### src/rtl/footsies_pkg.sv
// Shared Footsies types and defaults: stun kinds, coordinate width, stun lengths, character states.
package footsies_pkg;

   typedef enum logic [1:0] {
      STUN_NONE  = 2'd0,
      STUN_HIT   = 2'd1,
      STUN_BLOCK = 2'd2
   } stun_e;

   localparam int COORD_W              = 10;
   localparam int HITSTUN_FRAMES_DEF   = 18;
   localparam int BLOCKSTUN_FRAMES_DEF = 12;

   // Character FSM states, same encoding the sprite box tables index by
   localparam logic [3:0] ST_IDLE      = 4'd0;
   localparam logic [3:0] ST_WALK_FWD  = 4'd1;
   localparam logic [3:0] ST_WALK_BACK = 4'd2;
   localparam logic [3:0] ST_ATTACK    = 4'd3;
   localparam logic [3:0] ST_HITSTUN   = 4'd4;
   localparam logic [3:0] ST_BLOCKSTUN = 4'd5;

endpackage

### src/rtl/box_overlap.sv
// Combinational AABB test: strict unsigned compares, so edge-touching boxes do not overlap.
module box_overlap #(
   parameter int W = 10
) (
   input  logic [W-1:0] a_x1_i,
   input  logic [W-1:0] a_x2_i,
   input  logic [W-1:0] a_y1_i,
   input  logic [W-1:0] a_y2_i,
   input  logic [W-1:0] b_x1_i,
   input  logic [W-1:0] b_x2_i,
   input  logic [W-1:0] b_y1_i,
   input  logic [W-1:0] b_y2_i,
   output logic         overlap_o
);

   assign overlap_o = (a_x1_i < b_x2_i) && (b_x1_i < a_x2_i) &&
                      (a_y1_i < b_y2_i) && (b_y1_i < a_y2_i);

endmodule

### src/rtl/hit_resolver.sv
// Per-frame hit/block resolution with single-hit latches and stun countdowns; one-cycle event pulses.
// Optional per-player hit score behind HIT_RESOLVER_SCORE_EN (otherwise scores read 0).
module hit_resolver #(
   parameter int COORD_W          = footsies_pkg::COORD_W,
   parameter int STUN_W           = 6,
   parameter int HITSTUN_FRAMES   = footsies_pkg::HITSTUN_FRAMES_DEF,
   parameter int BLOCKSTUN_FRAMES = footsies_pkg::BLOCKSTUN_FRAMES_DEF
) (
   input  logic               clk,
   input  logic               rst_n,
   input  logic               frame_tick,
   input  logic [COORD_W-1:0] p1_hit_x1,
   input  logic [COORD_W-1:0] p1_hit_x2,
   input  logic [COORD_W-1:0] p1_hit_y1,
   input  logic [COORD_W-1:0] p1_hit_y2,
   input  logic               p1_hit_active,
   input  logic [COORD_W-1:0] p1_hurt_x1,
   input  logic [COORD_W-1:0] p1_hurt_x2,
   input  logic [COORD_W-1:0] p1_hurt_y1,
   input  logic [COORD_W-1:0] p1_hurt_y2,
   input  logic               p1_hurt_active,
   input  logic               p1_block_req,
   input  logic [COORD_W-1:0] p2_hit_x1,
   input  logic [COORD_W-1:0] p2_hit_x2,
   input  logic [COORD_W-1:0] p2_hit_y1,
   input  logic [COORD_W-1:0] p2_hit_y2,
   input  logic               p2_hit_active,
   input  logic [COORD_W-1:0] p2_hurt_x1,
   input  logic [COORD_W-1:0] p2_hurt_x2,
   input  logic [COORD_W-1:0] p2_hurt_y1,
   input  logic [COORD_W-1:0] p2_hurt_y2,
   input  logic               p2_hurt_active,
   input  logic               p2_block_req,
   output logic               p1_got_hit,
   output logic               p1_got_blocked,
   output logic [1:0]         p1_stun,
   output logic [STUN_W-1:0]  p1_stun_left,
   output logic [3:0]         p1_score,
   output logic               p2_got_hit,
   output logic               p2_got_blocked,
   output logic [1:0]         p2_stun,
   output logic [STUN_W-1:0]  p2_stun_left,
   output logic [3:0]         p2_score
);
   import footsies_pkg::*;

   localparam logic [STUN_W-1:0] HIT_LOAD = STUN_W'(HITSTUN_FRAMES);
   localparam logic [STUN_W-1:0] BLK_LOAD = STUN_W'(BLOCKSTUN_FRAMES);
   localparam logic [STUN_W-1:0] ONE      = STUN_W'(1);

   logic [1:0] ovl;
   box_overlap #(.W(COORD_W)) u_ovl_p1 (
      .a_x1_i(p1_hit_x1),  .a_x2_i(p1_hit_x2),  .a_y1_i(p1_hit_y1),  .a_y2_i(p1_hit_y2),
      .b_x1_i(p2_hurt_x1), .b_x2_i(p2_hurt_x2), .b_y1_i(p2_hurt_y1), .b_y2_i(p2_hurt_y2),
      .overlap_o(ovl[0])
   );
   box_overlap #(.W(COORD_W)) u_ovl_p2 (
      .a_x1_i(p2_hit_x1),  .a_x2_i(p2_hit_x2),  .a_y1_i(p2_hit_y1),  .a_y2_i(p2_hit_y2),
      .b_x1_i(p1_hurt_x1), .b_x2_i(p1_hurt_x2), .b_y1_i(p1_hurt_y1), .b_y2_i(p1_hurt_y2),
      .overlap_o(ovl[1])
   );

   logic [1:0]        latch_q, got_hit_q, got_blk_q;
   stun_e             stun_q [2];
   logic [STUN_W-1:0] left_q [2];

   // Index 0 = player 1, 1 = player 2. contact[] is by attacker, the rest by defender.
   logic [1:0] hit_act, hurt_act, blk_req;
   logic [1:0] contact, contact_in, blocks, clean;
   assign hit_act  = {p2_hit_active, p1_hit_active};
   assign hurt_act = {p2_hurt_active, p1_hurt_active};
   assign blk_req  = {p2_block_req, p1_block_req};

   always_comb begin
      contact[0] = hit_act[0] && hurt_act[1] && ovl[0] && !latch_q[0];
      contact[1] = hit_act[1] && hurt_act[0] && ovl[1] && !latch_q[1];
      contact_in = {contact[0], contact[1]};
      blocks[0]  = blk_req[0] && (stun_q[0] != STUN_HIT);
      blocks[1]  = blk_req[1] && (stun_q[1] != STUN_HIT);
      clean      = contact_in & ~blocks;
   end

   always_ff @(posedge clk or negedge rst_n) begin
      if (!rst_n) begin
         latch_q   <= '0;
         got_hit_q <= '0;
         got_blk_q <= '0;
         for (int d = 0; d < 2; d++) begin
            stun_q[d] <= STUN_NONE;
            left_q[d] <= '0;
         end
      end else begin
         got_hit_q <= '0;
         got_blk_q <= '0;
         for (int i = 0; i < 2; i++) begin
            if (!hit_act[i]) latch_q[i] <= 1'b0;
            if (frame_tick && contact[i]) latch_q[i] <= 1'b1;
         end
         if (frame_tick) begin
            for (int d = 0; d < 2; d++) begin
               if (contact_in[d] && blocks[d]) begin
                  got_blk_q[d] <= 1'b1;
                  stun_q[d]    <= STUN_BLOCK;
                  left_q[d]    <= BLK_LOAD;
               end else if (contact_in[d]) begin
                  got_hit_q[d] <= 1'b1;
                  stun_q[d]    <= STUN_HIT;
                  left_q[d]    <= HIT_LOAD;
               end else if (left_q[d] != '0) begin
                  left_q[d] <= left_q[d] - ONE;
                  if (left_q[d] == ONE) stun_q[d] <= STUN_NONE;
               end
            end
         end
      end
   end

   assign p1_got_hit     = got_hit_q[0];
   assign p1_got_blocked = got_blk_q[0];
   assign p1_stun        = stun_q[0];
   assign p1_stun_left   = left_q[0];
   assign p2_got_hit     = got_hit_q[1];
   assign p2_got_blocked = got_blk_q[1];
   assign p2_stun        = stun_q[1];
   assign p2_stun_left   = left_q[1];

`ifdef HIT_RESOLVER_SCORE_EN
   logic [3:0] score_q [2];
   // Attacker i scores when defender 1-i takes a clean hit; saturates at 15
   always_ff @(posedge clk or negedge rst_n) begin
      if (!rst_n) begin
         score_q[0] <= '0;
         score_q[1] <= '0;
      end else if (frame_tick) begin
         if (clean[1] && score_q[0] != 4'hF) score_q[0] <= score_q[0] + 4'd1;
         if (clean[0] && score_q[1] != 4'hF) score_q[1] <= score_q[1] + 4'd1;
      end
   end
   assign p1_score = score_q[0];
   assign p2_score = score_q[1];
`else
   assign p1_score = 4'd0;
   assign p2_score = 4'd0;
`endif

endmodule
### config.mk
export PLATFORM = sky130hd
export DESIGN_NAME = hit_resolver
export DESIGN_NICKNAME = d
export VERILOG_FILES = /design/src/rtl/footsies_pkg.sv /design/src/rtl/box_overlap.sv /design/src/rtl/hit_resolver.sv
export SDC_FILE = /design/constraint.sdc
export NUM_CORES = 1
export LEC_CHECK = 0
export CORE_ASPECT_RATIO = 0.75
export CORE_MARGIN = 5
export CORE_UTILIZATION = 60
export DETAILED_ROUTE_END_ITERATION = 8
export DONT_BUFFER_PORTS = 1
export HOLD_SLACK_MARGIN = 0.06
export PLACE_DENSITY = 0.82
export SLEW_MARGIN = 30
export SYNTH_ARGS = -nofsm -noshare
export SYNTH_HDL_FRONTEND = slang
export SYNTH_SLANG_ARGS = --single-unit
### constraint.sdc
create_clock -name clk -period 2.8 [get_ports clk]
set_input_delay 0.42 -clock clk [delete_from_list [all_inputs] [get_ports clk]]
set_output_delay 0.42 -clock clk [all_outputs]
set_load 0.005 [all_outputs]
==> impl_results.md <==
* DRC at 0
* WP data arrival at 2.32 ns
* EDFF count, synth at 0
* Final Skew at 0.00337 ns
* Final hold violations at 0
* Vias in the first global route at between 2000 and 3000
* Largest net degree at the start of global routing at 23
* FP Rows at 22
* I/O pin cnt at 197
* Die area at 6780 um^2
* CTS Buffer Depth at 2
* Finish-stage setup viols at 0
* Core ar. at 4980 um^2
* Largest area contributor in the netlist: ha_1
* Max frequency at approximately 0.47 GHz
* N_diodes at 0
* Initial DRC Count at 108
* Sinks on Clock Net at 22
* Reg-to-Reg Start: latch_q[0]
* Setup WS post-layout at 0.664 ns
* Share of synthesized registers carrying an async set or reset at 100%
* Setup crit start: p2_hit_x2[9]
* Post-DRT Antenna Nets at 0
* Top_reg_cell synth: dfrtp_1
* Cells after synthesis at just under 400
* PD cells at 396 nW/um^2
* Die height at between 70 and 80 um
* RD Place Congestion at 0.862
* Pre-CTS setup slack at 0.398 ns
* DR vias at 2784
* Max-slew violation count at 0
* Die span in x at 93.4 um
* Drt pass-1 iters at 4
* Nets at 640
* Cell variety after synth at between 50 and 60
* Max H-tree Level at 1
* Yosys top cell area share at 30.4%
* Largest cells by area after synthesis: ha_1 30%, dfrtp_1 18%, inv_1 9.7%
* Setup TNS at 0 ns
* Worst vdd ir at 0.000181 V
* Total wire length at 8.35 mm
* CP startpoint kind: input port
* Yosys warns at 0
* Number of synthesized register bits at 22
* Setup CP Type: in -> reg
* First-pass GRT wire length at roughly 13 mm
* Crit share post-route at 76.3%
* LEAKAGE at 1.74 nW
* Clk slew on worst S/H paths at 0.08 ns
* Dpl hpwl at between 7 and 8 mm
* Hold WC Path Type: in -> async
* Maximum net fanout on the critical path at 8
* Post-synthesis cell area at between 3000 and 4000 um^2
* PortBufs at 0
* Total track usage at between 20% and 30%
* Placed Cells at approximately 460
* Outcome: finished, final reports clean
* Clk Tree Root Cell: clkbuf_8
* CP Capture Type: register
* # fillers at ~430
* P&R area growth vs syn at 3.24%
* Total CTS buffers at 3
* RSZ-0062 raised after global routing: no
* Core Util, Final at 64.9%
* Clk_lat worst skew at 0.27 ns
* Max_cap viols at 0
* WL/cell at 17.9 um
* Slew headroom at about 65%
* Critical path data required time at 2.99 ns
* Syn Area/Cell at 7.95 um^2
* Vias per cell at 5.97
* Post-cts sizing count at 0
* Gr ovfl total at 0
* Worst-margin pin slew at 0.528 ns
* Initial Util at 62.8%
* Tmin final at 2.14 ns
* Share of cells above drive strength 1 at 3.81%
* Sequential area share after synthesis at 17.6%
* Reg2Reg Setup Slack at 0.73 ns
* CTS tree: done
* Initial antenna violation count at 0
* Layout Cells excl Fill at 466
-- logic make-up after synthesis --
logic type | share of synthesized area (%)
XOR/XNOR | 0.839
flip-flops | 17.6
adder cells (fa/ha/maj) | 30.4
buffers and inverters | 12.4
AND/OR/NAND/NOR | 21.5
AO/OA/AOI/OAI | 17.2
other | 0.120
-- path summary, 6_finish.rpt --
| kind | endpoint | depth (start not counted) |
|---|---|---|
| hold / removal | latch_q[0] | 1 |
| min in group clk | p2_stun_left[0] | 1 |
| setup / recovery | p1_stun_left[1] | 8 |
| setup reg to reg | p2_stun[0] | 6 |
| hold reg to reg | latch_q[1] | 1 |
| max in group asynchronous | got_hit_q[0] | 1 |
-- worst max-delay path, cell delays in order --
cell,delay (ns)
inv_1,0.03
ha_1,0.31
a22oi_1,0.23
nand2_1,0.07
nor4_1,0.20
nand4_1,0.39
nor4b_2,0.48
o21bai_1,0.18
-- stage by stage --
step / instance area, um^2 / hold slack [ns] / power, mW
floorplan: 3160 / 0.124 / 0.925
global placement: 3170 / 0.125 / 1.01
detailed placement: 3170 / 0.125 / 1.04
CTS: 3240 / 0.227 / 1.28
global route: 3230 / 0.156 / 1.40
finish: 3230 / 0.0987 / 1.28
-- synthesized netlist by cell type (3+ instances only) --
cell and n:
inv_1 81, ha_1 76, nand2_1 30, a21oi_1 24, dfrtp_1 22, nor2_1 17, nand3_1 11, nand4_1 10
buf_4 8, nor3_1 8, o21ai_0 8, nand2b_1 6, nand3b_1 6, o22ai_1 6, a21o_1 5, a22oi_1 5
and2_1 5, nor4_1 5, clkbuf_1 4, o21ai_1 4, a211o_1 3, and4_1 3, nor2b_1 3, o21bai_1 3
xnor2_1 3
-- per-layer routing --
metal / share of wire, % / GRT usage (%) / vias up
li1: - / - / 1364
met1: 38 / 26.7 / 1265
met2: 51 / 45.5 / 138
met3: 9.0 / 6.84 / 17
met4: 2.3 / 6.50 / 0
met5: 0 / 0 / -
-- sequential cells by signal (all words and copies together) (netlist names) --
signal and cells:
latch_q 2, got_blk_q 2, p2_stun_left 6, p1_stun_left 6
got_hit_q 2, p1_stun 2, p2_stun 2
-- repair_timing --
action | in CTS | in global routing
hold endpoints to repair | 22 | 0
buffers inserted | 0 | 0
hold buffers | 1 | 0
-- placed cells by master, fill, tap and decap left out, types with 3 or more instances in the layout --
cell type and instances:
nand3_1 11, conb_1 8, nand3b_1 6, a22oi_1 5, o21ai_0 8, o21ai_1 4, o22ai_1 6, nand2_1 30
clkbuf_8 4, nand4_1 10, o21bai_1 3, dfrtp_1 22, nor2b_1 3, a211o_1 3, and2_1 5, inv_1 81
a21o_1 5, a21oi_1 24, xnor2_1 3, nor4_1 5, nand2b_1 6, ha_1 76, and4_1 3, nor2_1 17
nor3_1 8
-- power breakdown --
part	switching, mW	internal [mW]
logic	0.276	0.246
clock network	0.108	0.126
registers	0.128	0.395
total	0.512	0.766
-- final cells by class --
type | count | area, um^2 | share of cell area (%)
Clock buffer | 4 | 55.1 | 1.70
Inverter | 83 | 312 | 9.64
Multi-Input combinational cell | 284 | 2220 | 68.7
Sequential cell | 22 | 551 | 17.0
Tap cell | 72 | 90.1 | 2.79
Timing Repair Buffer | 1 | 5.00 | 0.155
(Power assumes the default switching activity.)
